### config.mk
export PLATFORM = sky130hd
export DESIGN_NAME = decode_stage_flat
export DESIGN_NICKNAME = d
export VERILOG_FILES = /design/src/rtl/decode_pkg.sv /design/src/rtl/decode_stage_if.sv /design/src/rtl/decode_comb.sv /design/src/rtl/decode_stage.sv /design/src/flat_wrapper.sv
export SDC_FILE = /design/constraint.sdc
export NUM_CORES = 1
export LEC_CHECK = 0
export CAP_MARGIN = 20
export CORE_MARGIN = 4
export CORE_UTILIZATION = 50
export CTS_CLUSTER_DIAMETER = 150
export DETAILED_ROUTE_END_ITERATION = 7
export GPL_ROUTABILITY_DRIVEN = 1
export GPL_TIMING_DRIVEN = 0
export PLACE_DENSITY = 0.78
export SLEW_MARGIN = 20
export SYNTH_ARGS = -nofsm -noshare
export SYNTH_HDL_FRONTEND = slang
export SYNTH_HIERARCHICAL = 1
export SYNTH_SLANG_ARGS = --single-unit
### constraint.sdc
create_clock -name clk -period 6.1 [get_ports clk]
set_clock_uncertainty 0.2 [all_clocks]
set_input_delay 1.22 -clock clk [delete_from_list [all_inputs] [get_ports clk]]
set_output_delay 1.22 -clock clk [all_outputs]
set_load 0.02 [all_outputs]
### src/rtl/decode_pkg.sv
// Shared opcode, funct7 and immediate-type encodings for the RV32I/RV64I decode stage.
package decode_pkg;

  localparam logic [6:0] OpLui    = 7'b0110111;
  localparam logic [6:0] OpAuipc  = 7'b0010111;
  localparam logic [6:0] OpJal    = 7'b1101111;
  localparam logic [6:0] OpJalr   = 7'b1100111;
  localparam logic [6:0] OpBranch = 7'b1100011;
  localparam logic [6:0] OpLoad   = 7'b0000011;
  localparam logic [6:0] OpStore  = 7'b0100011;
  localparam logic [6:0] OpImm    = 7'b0010011;
  localparam logic [6:0] OpOp     = 7'b0110011;
  localparam logic [6:0] OpImm32  = 7'b0011011;
  localparam logic [6:0] OpOp32   = 7'b0111011;
  localparam logic [6:0] OpFence  = 7'b0001111;
  localparam logic [6:0] OpSystem = 7'b1110011;

  localparam logic [6:0] F7Base = 7'b0000000;
  localparam logic [6:0] F7Alt  = 7'b0100000;
  localparam logic [6:0] F7Mul  = 7'b0000001;

  typedef enum logic [2:0] {
    ImmNone  = 3'd0,
    ImmI     = 3'd1,
    ImmS     = 3'd2,
    ImmB     = 3'd3,
    ImmU     = 3'd4,
    ImmJ     = 3'd5,
    ImmShamt = 3'd6
  } imm_type_e;

  // opcode(7) + rs1/rs2/rd(15) + funct3(3) + funct7(7) + imm_type(3) + illegal(1) + imm + pc
  function automatic int unsigned entry_bits(int unsigned xlen, int unsigned pc_w);
    return 36 + xlen + pc_w;
  endfunction

endpackage

### src/rtl/decode_stage_if.sv
// Upstream instruction and downstream decoded-entry handshake bundle for decode_stage.
interface decode_stage_if #(
  parameter int unsigned XLEN = 32,
  parameter int unsigned PC_W = 32
);
  logic            flush;
  logic            inValid;
  logic            inReady;
  logic [31:0]     instruction;
  logic [PC_W-1:0] pcIn;
  logic            outValid;
  logic            outReady;
  logic [6:0]      opCode;
  logic [4:0]      rs1;
  logic [4:0]      rs2;
  logic [4:0]      rd;
  logic [2:0]      funct3;
  logic [6:0]      funct7;
  logic [XLEN-1:0] imm;
  logic [2:0]      immType;
  logic            illegal;
  logic [PC_W-1:0] pcOut;

  modport master (
    output flush, inValid, instruction, pcIn, outReady,
    input  inReady, outValid, opCode, rs1, rs2, rd, funct3, funct7, imm, immType, illegal, pcOut
  );

  modport slave (
    input  flush, inValid, instruction, pcIn, outReady,
    output inReady, outValid, opCode, rs1, rs2, rd, funct3, funct7, imm, immType, illegal, pcOut
  );
endinterface

### src/rtl/decode_comb.sv
// Combinational RV32I/RV64I (+M) field extraction, immediate generation and legality check.
module decode_comb import decode_pkg::*; #(
  parameter int unsigned XLEN     = 32,
  parameter bit          ENABLE_M = 1'b1
) (
  input  logic [31:0]     instr_i,
  output logic [6:0]      opcode_o,
  output logic [4:0]      rs1_o,
  output logic [4:0]      rs2_o,
  output logic [4:0]      rd_o,
  output logic [2:0]      funct3_o,
  output logic [6:0]      funct7_o,
  output logic [XLEN-1:0] imm_o,
  output imm_type_e       imm_type_o,
  output logic            illegal_o
);
  localparam bit Rv64 = (XLEN == 64);

  logic [6:0] opc;
  logic [6:0] f7;
  logic [2:0] f3;
  logic       use_rs1, use_rs2, use_rd, ill;
  logic       shift_zero, shift_sra, shift_ok, op_f7_ok;
  imm_type_e  itype;

  assign opc      = instr_i[6:0];
  assign f3       = instr_i[14:12];
  assign f7       = instr_i[31:25];
  assign opcode_o = opc;
  assign funct3_o = f3;
  assign funct7_o = f7;

  // RV64 shifts steal bit 25 for shamt, so only the top six bits qualify the shift kind.
  assign shift_zero = Rv64 ? (instr_i[31:26] == 6'b000000) : (f7 == F7Base);
  assign shift_sra  = Rv64 ? (instr_i[31:26] == 6'b010000) : (f7 == F7Alt);
  assign shift_ok   = shift_zero || (shift_sra && f3 == 3'b101);
  assign op_f7_ok   = (f7 == F7Base) || (f7 == F7Alt && (f3 == 3'b000 || f3 == 3'b101)) ||
                      (ENABLE_M && f7 == F7Mul);

  always_comb begin
    use_rs1 = 1'b0;
    use_rs2 = 1'b0;
    use_rd  = 1'b0;
    itype   = ImmNone;
    ill     = (instr_i[1:0] != 2'b11);
    unique case (opc)
      OpLui, OpAuipc: begin
        itype  = ImmU;
        use_rd = 1'b1;
      end
      OpJal: begin
        itype  = ImmJ;
        use_rd = 1'b1;
      end
      OpJalr: begin
        itype   = ImmI;
        use_rs1 = 1'b1;
        use_rd  = 1'b1;
      end
      OpLoad: begin
        itype   = ImmI;
        use_rs1 = 1'b1;
        use_rd  = 1'b1;
        if (f3 == 3'b111 || (!Rv64 && (f3 == 3'b011 || f3 == 3'b110))) ill = 1'b1;
      end
      OpStore: begin
        itype   = ImmS;
        use_rs1 = 1'b1;
        use_rs2 = 1'b1;
        if (f3 > (Rv64 ? 3'd3 : 3'd2)) ill = 1'b1;
      end
      OpBranch: begin
        itype   = ImmB;
        use_rs1 = 1'b1;
        use_rs2 = 1'b1;
        if (f3[2:1] == 2'b01) ill = 1'b1;
      end
      OpImm, OpImm32: begin
        use_rs1 = 1'b1;
        use_rd  = 1'b1;
        if (opc == OpImm32 && !Rv64) ill = 1'b1;
        if (f3[1:0] == 2'b01) begin
          itype = ImmShamt;
          if (!shift_ok) ill = 1'b1;
        end else begin
          itype = ImmI;
        end
      end
      OpOp, OpOp32: begin
        use_rs1 = 1'b1;
        use_rs2 = 1'b1;
        use_rd  = 1'b1;
        if (opc == OpOp32 && !Rv64) ill = 1'b1;
        if (!op_f7_ok) ill = 1'b1;
      end
      OpFence, OpSystem: ;
      default: ill = 1'b1;
    endcase
  end

  always_comb begin
    rs1_o      = '0;
    rs2_o      = '0;
    rd_o       = '0;
    imm_o      = '0;
    imm_type_o = ImmNone;
    illegal_o  = ill;
    if (!ill) begin
      rs1_o      = use_rs1 ? instr_i[19:15] : 5'd0;
      rs2_o      = use_rs2 ? instr_i[24:20] : 5'd0;
      rd_o       = use_rd  ? instr_i[11:7]  : 5'd0;
      imm_type_o = itype;
      unique case (itype)
        ImmI:     imm_o = XLEN'($signed(instr_i[31:20]));
        ImmS:     imm_o = XLEN'($signed({instr_i[31:25], instr_i[11:7]}));
        ImmB:     imm_o = XLEN'($signed({instr_i[31], instr_i[7], instr_i[30:25],
                                         instr_i[11:8], 1'b0}));
        ImmU:     imm_o = XLEN'($signed({instr_i[31:12], 12'b0}));
        ImmJ:     imm_o = XLEN'($signed({instr_i[31], instr_i[19:12], instr_i[20],
                                         instr_i[30:21], 1'b0}));
        ImmShamt: imm_o = XLEN'(Rv64 ? instr_i[25:20] : {1'b0, instr_i[24:20]});
        default:  imm_o = '0;
      endcase
    end
  end

endmodule

### src/rtl/decode_stage.sv
// Registered decode stage: decodes on entry and holds results in a 2-entry skid buffer.
module decode_stage import decode_pkg::*; #(
  parameter int unsigned XLEN     = 32,
  parameter bit          ENABLE_M = 1'b1,
  parameter int unsigned PC_W     = 32
) (
  input logic           clk,
  input logic           rst,
  decode_stage_if.slave bus
);
  localparam int unsigned EntryW = entry_bits(XLEN, PC_W);

  logic [6:0]      dec_opcode, dec_funct7;
  logic [4:0]      dec_rs1, dec_rs2, dec_rd;
  logic [2:0]      dec_funct3;
  logic [XLEN-1:0] dec_imm;
  imm_type_e       dec_imm_type;
  logic            dec_illegal;

  logic [EntryW-1:0] new_entry;
  logic [EntryW-1:0] mem_q [2];
  logic [1:0]        count_q, count_d;
  logic              head_q, head_d, tail_q, tail_d;
  logic              accept, retire;

  decode_comb #(
    .XLEN     (XLEN),
    .ENABLE_M (ENABLE_M)
  ) u_decode_comb (
    .instr_i    (bus.instruction),
    .opcode_o   (dec_opcode),
    .rs1_o      (dec_rs1),
    .rs2_o      (dec_rs2),
    .rd_o       (dec_rd),
    .funct3_o   (dec_funct3),
    .funct7_o   (dec_funct7),
    .imm_o      (dec_imm),
    .imm_type_o (dec_imm_type),
    .illegal_o  (dec_illegal)
  );

  assign new_entry = {dec_opcode, dec_rs1, dec_rs2, dec_rd, dec_funct3, dec_funct7,
                      dec_imm, dec_imm_type, dec_illegal, bus.pcIn};

  // Ready depends only on the stored count, never on outReady.
  assign bus.inReady  = (count_q != 2'd2);
  assign bus.outValid = (count_q != 2'd0);
  assign accept       = bus.inValid && bus.inReady;
  assign retire       = bus.outValid && bus.outReady;

  assign {bus.opCode, bus.rs1, bus.rs2, bus.rd, bus.funct3, bus.funct7,
          bus.imm, bus.immType, bus.illegal, bus.pcOut} = mem_q[head_q];

  always_comb begin
    count_d = count_q + {1'b0, accept} - {1'b0, retire};
    head_d  = retire ? ~head_q : head_q;
    tail_d  = accept ? ~tail_q : tail_q;
    if (bus.flush) begin
      count_d = 2'd0;
      head_d  = 1'b0;
      tail_d  = 1'b0;
    end
  end

  always_ff @(posedge clk) begin
    if (rst) begin
      count_q  <= 2'd0;
      head_q   <= 1'b0;
      tail_q   <= 1'b0;
      mem_q[0] <= '0;
      mem_q[1] <= '0;
    end else begin
      count_q <= count_d;
      head_q  <= head_d;
      tail_q  <= tail_d;
      if (accept && !bus.flush) mem_q[tail_q] <= new_entry;
    end
  end

endmodule

### src/flat_wrapper.sv
// flat-port wrapper written by rule: the top's interface ports become plain ports
module decode_stage_flat import decode_pkg::*;
#(
  parameter int unsigned XLEN     = 32,
  parameter bit          ENABLE_M = 1'b1,
  parameter int unsigned PC_W     = 32
)
  (clk, rst, bus_flush, bus_inValid, bus_instruction, bus_pcIn, bus_outReady, bus_inReady, bus_outValid, bus_opCode, bus_rs1, bus_rs2, bus_rd, bus_funct3, bus_funct7, bus_imm, bus_immType, bus_illegal, bus_pcOut);
  decode_stage_if #(.XLEN(XLEN), .PC_W(PC_W)) bus_i ();
  input logic clk;
  input logic rst;
  input wire logic [$bits(bus_i.flush)-1:0] bus_flush;
  input wire logic [$bits(bus_i.inValid)-1:0] bus_inValid;
  input wire logic [$bits(bus_i.instruction)-1:0] bus_instruction;
  input wire logic [$bits(bus_i.pcIn)-1:0] bus_pcIn;
  input wire logic [$bits(bus_i.outReady)-1:0] bus_outReady;
  output wire logic [$bits(bus_i.inReady)-1:0] bus_inReady;
  output wire logic [$bits(bus_i.outValid)-1:0] bus_outValid;
  output wire logic [$bits(bus_i.opCode)-1:0] bus_opCode;
  output wire logic [$bits(bus_i.rs1)-1:0] bus_rs1;
  output wire logic [$bits(bus_i.rs2)-1:0] bus_rs2;
  output wire logic [$bits(bus_i.rd)-1:0] bus_rd;
  output wire logic [$bits(bus_i.funct3)-1:0] bus_funct3;
  output wire logic [$bits(bus_i.funct7)-1:0] bus_funct7;
  output wire logic [$bits(bus_i.imm)-1:0] bus_imm;
  output wire logic [$bits(bus_i.immType)-1:0] bus_immType;
  output wire logic [$bits(bus_i.illegal)-1:0] bus_illegal;
  output wire logic [$bits(bus_i.pcOut)-1:0] bus_pcOut;
  assign bus_i.flush = bus_flush;
  assign bus_i.inValid = bus_inValid;
  assign bus_i.instruction = bus_instruction;
  assign bus_i.pcIn = bus_pcIn;
  assign bus_i.outReady = bus_outReady;
  assign bus_inReady = bus_i.inReady;
  assign bus_outValid = bus_i.outValid;
  assign bus_opCode = bus_i.opCode;
  assign bus_rs1 = bus_i.rs1;
  assign bus_rs2 = bus_i.rs2;
  assign bus_rd = bus_i.rd;
  assign bus_funct3 = bus_i.funct3;
  assign bus_funct7 = bus_i.funct7;
  assign bus_imm = bus_i.imm;
  assign bus_immType = bus_i.immType;
  assign bus_illegal = bus_i.illegal;
  assign bus_pcOut = bus_i.pcOut;
  decode_stage #(.XLEN(XLEN), .ENABLE_M(ENABLE_M), .PC_W(PC_W)) u_core (.clk(clk), .rst(rst), .bus(bus_i));
endmodule
### After elaboration in Yosys (flattened, before gate mapping)

Memories as Yosys holds them, arrays and structs flattened. A register that Yosys moved wholly into a read port is not among the register bits.
Index checks and enable logic that the tools add are counted.

* bitwise operators: 2
* magnitude comparators: 1
* mux-type cells: 33
* reduce and logical (&&, ||, !) cells: 25
* add/subtract/negate cells: 2
* eq/ne operators: 29

Operators with widths (number)
* $pmux W32 S6: 1
* $mux W100: 1
* $reduce_or A100 Y1: 1
* $eq A7 B6 Y1 const B: 5
* $mux W32: 1
* $mux W5: 6
* $eq A7 B7 Y1 const B: 4
* $eq A7 B5 Y1 const B: 3
* $mux W1: 20
* $eq A3 B3 Y1 const B: 6
* $pmux W3 S6: 1
* $reduce_or A2 Y1: 5
* $eq A3 B2 Y1 const B: 3
* $reduce_or A9 Y1: 1
* $reduce_or A8 Y1: 1
* $eq A7 B1 Y1 const B: 1
* $eq A7 B2 Y1 const B: 1
* $eq A7 B4 Y1 const B: 1
* $logic_not A7 Y1: 1
* $logic_or A1 B1 Y1: 6
* $mux W3: 2
* $pmux W1 S6: 1
* $reduce_or A6 Y1: 1
* $logic_and A1 B1 Y1: 5
* other kinds (11): 14

* bits in writable memories: 200
* flip-flop bits (word level): 4
* memories: 1
* logic and storage cells: 96

Memory list
* u_core.mem_q: words 2, bits a word 100, rd ports 1, clocked after memory_dff 1, write ports 2, RTL line decode_stage.sv:21 `logic [EntryW-1:0] mem_q [2];`

### Longest topological paths before layout

* word-level depth: 9
* gate-level depth with buffers: 9

### Modules after synthesis

Netlist, hierarchy kept.

Modules (own cells, without submodules)
* decode_stage: cells each 563, seq. area each 6105.9 µm², area an instance 8893.5 µm², times used 1
* decode_comb: cells each 195, seq. area each 0.0 µm², area an instance 1117.3 µm², times used 1

### Worst setup path after synthesis

OpenSTA, ideal clock, no wires.

* path kind: in2reg
* start: input bus_flush
* end: memory u_core/mem_q[0][0] in the netlist's numbering, enable pin
* stages on the path: 4
* path buffers: 1
* setup slack: 2.396 ns
* arrival: 3.088 ns
* path through: or2_4 -> nor4_4 -> buf_4 -> or2_2

RTL lines
* start: declaration: RTL line flat_wrapper.sv:12 `input wire logic [$bits(bus_i.flush)-1:0] bus_flush;`
* end: declaration: RTL line decode_stage.sv:21

==> flow_summary_export.csv <==
group,metric,value,unit
floorplan,ios,171,
floorplan,die_h,150,um
grt,grt_overflow_total,0,
place,gp_congestion,0.984,
power,power,0.00321,W
sta,finalSetupViolations,0,
setup_path,ff2ff_path_depth,5,
logic_synthesis,ys_ff_latch,205,
sta,slew_violations,0,
setup_path,crit_cells,4,
setup_path,max_stage_delay,590,ps
flow_run,drv_cap,0,
power,ir_drop,0.000175,V
logic_synthesis,seq_area_frac_synth,61.0,%
clock_network,cts_tree,"built",
clock_network,cts.path.max_buffers,3,
setup_path,path_delay_family,"buffers and inverters",
sta,tns,0,ps
routing,viasPerCell,5.23,
power,internal_power,0.00248,W
clock_network,cts_max_level,1,
grt,track_usage,20.3,%
setup_path,cp_slowest_cell,"clkdlybuf4s50_1",
setup_path,critPathMaxFanout,10,
routing,finalWirelength,23.2,mm
power,power.density,251,mW/mm^2
power,power_frac_seq,50.7,%
setup_path,worstSetupEndpointType,"primary output",
clock_network,cts_buffers,22,
sta,tightest_slew,705,ps
clock_network,ctsHoldBuffers,0,
cells_and_area,final_cells,1234,
floorplan,start_util,51.1,%
sta,fin_crit_sh,67.0,%
cells_and_area,layout_common_cells,"and2_1, edfxtp_1, clkdlybuf4s50_1, mux2_2, nand2_1",
grt,grt_pass1_wl,35.2,mm
setup_path,worstSetupPathType,"reg2out",
setup_path,cp.buffers_inverters,3,
clock_network,cts_root_buf,"clkbuf_16",
logic_synthesis,synthesis.nets,829,
sta,max_freq,245,MHz
place,dp_hpwl,16.4,mm
clock_network,cts_resized,0,
logic_synthesis,synth_cell_types,57,
grt,grt_pass1_vias,6621,
clock_network,clkTransAtPathRegs,60,ps
cells_and_area,nets,1027,
routing,vias,6454,
power,clkPwrFrac,37.0,%
power,p_comb_share,12.3,%
floorplan,die-width,150,um
power,p_sw_share,22.6,%
cells_and_area,diodes,0,
logic_synthesis,synthArstFlopShare,0,%
clock_network,clock-sinks,205,
sta,layout_min_cycle_time,4080,ps
worst_hold_path,whs_path_depth,2,
sta,rsz0062_at_grt,"no",
routing,ant_nets,0,
logic_synthesis,syn_area,0.0100,mm^2
cells_and_area,final_common_cell,"and2_1",
clock_network,clock_latency,490,ps
setup_path,startpoint_type,"flop",
sta,hold_violations,0,
floorplan,coreArea,0.0196,mm^2
logic_synthesis,synth-edff-count,200,
routing,drtIter0Drc,421,
logic_synthesis,netlist_instances,758,
logic_synthesis,ys.flop_type,"edfxtp_1",
cells_and_area,synthToLayoutAreaGrowth,27.5,%
setup_path,worstPathArrival,2660,ps
cells_and_area,drive_above_1_share,20.9,%
logic_synthesis,yosysWarnings,6,
cells_and_area,final_core_util,65.2,%
place,dp.cells,1197,
grt,antenna_found_initial,0,
routing,first_pass_iters,5,
power,net-switching-power,0.000726,W
setup_path,crit_chain,"clkbuf_1, buf_2, mux2_2, clkdlybuf4s50_1",
power,p_leak,4.70,nW
floorplan,die-area,0.0224,mm^2
worst_hold_path,hp-class,"reg2reg",
setup_path,required,4680,ps
clock_network,post_cts_buffers,0,
floorplan,rows,51,
sta,relSlewSlack,52.7,%
place,numPortBuffers,170,
routing,drc,0,
routing,wl_per_cell,18.8,um
grt,grt_max_degree,37,
logic_synthesis,syn_area_per_cell,13.2,um^2
outcome,status,"completed",
## cells by family (layout without fill, tap and decap cells)
kind of cell | after synthesis | count (layout) | synth area share [%]
and+or+nand+nor | 322 | 322 | 19.3
DFF | 205 | 205 | 61.0
muxes | 100 | 100 | 11.2
buffers and inverters | 72 | 283 | 4.47
AOI/OAI and AO/OA | 54 | 54 | 3.47
xor gates and xnor gates | 3 | 3 | 0.263
adders and majority gates | 2 | 2 | 0.250
## state kept, by name, indices dropped and copies added (netlist names), named ones only
register,cells
u_core/tail_q,1
u_core/count_q,2
u_core/head_q,1
u_core/mem_q,200
## path summary, 6_finish.rpt
path | start | to | slack, ps
worst min-delay path | u_core/head_q | u_core/head_q | 320
worst max-delay path | flop | bus_opCode[3] | 2020
worst max register to register | u_core/count_q[1] | u_core/mem_q[0][2] | 3730
worst min register to register | u_core/head_q | u_core/head_q | 320
## routing by layer
metal	vias to the layer above	global-route usage [%]	part of all wire, %
met2	227	34.4	49
met3	39	3.79	6.9
met1	3116	27.2	41
met4	0	5.58	2.4
li1	3072	-	-
met5	-	0	0
## stage by stage
step / setup slack [ps] / hold WS, ps / cell area, um^2
5_1_grt: 1910 / 354 / 12800
6_report: 2020 / 321 / 12800
2_1_floorplan: 2400 / 281 / 10000
4_1_cts: 1950 / 324 / 12800
3_3_place_gp: 1070 / 298 / 12000
3_5_place_dp: 1980 / 305 / 12100
## power groups by stage
stage / clock [W] / sequential (W) / combinational, W
after floorplan: 0 / 0.00165 / 0.000198
after global placement: 0 / 0.00166 / 0.000384
after detailed placement: 0 / 0.00166 / 0.000395
after CTS: 0.00121 / 0.00163 / 0.000397
after global routing: 0.00127 / 0.00163 / 0.000418
final: 0.00119 / 0.00163 / 0.000394
## cells in the mapped netlist (all sizes together), types with 2 or more instances
library cell  number  area [um^2]
a21oi             25          125
a22oi              4         30.0
a32oi              2         17.5
and2             204         1280
and3               2         12.5
and3b              2         17.5
and4b              2         20.0
buf               47          344
clkbuf            18         77.6
dfxtp              5          100
edfxtp           200         6010
ha                 2         25.0
inv                7         26.3
mux2             100         1130
nand2             35          131
nand2b             4         25.0
nand3             12         60.1
nand4              2         12.5
nor2              28          105
nor2b              4         32.5
nor3               3         15.0
nor3b             11          108
o21a               2         15.0
o21ai              5         25.0
o22ai              2         12.5
or2                6         40.0
or3                2         12.5
xor2               2         17.5
## final cells by class
| type | count | area (um^2) |
|---|---|---|
| inverters | 7 | 26.3 |
| fillers | 1525 | 6820 |
| clock buffers | 27 | 591 |
| clock inverters | 10 | 47.5 |
| plain buffers | 65 | 422 |
| well taps | 265 | 332 |
| multi-input cells | 481 | 3460 |
| flip-flops and latches | 205 | 6110 |
| repair buffers | 174 | 1780 |
## worst reg2reg max path, delay by kind of cell (launching register included)
family                 cells  cell delay (ps)
AND/OR/NAND/NOR            3              920
buffers and inverters      2              580
flip-flops                 1              350
(Power assumes the default switching activity.)
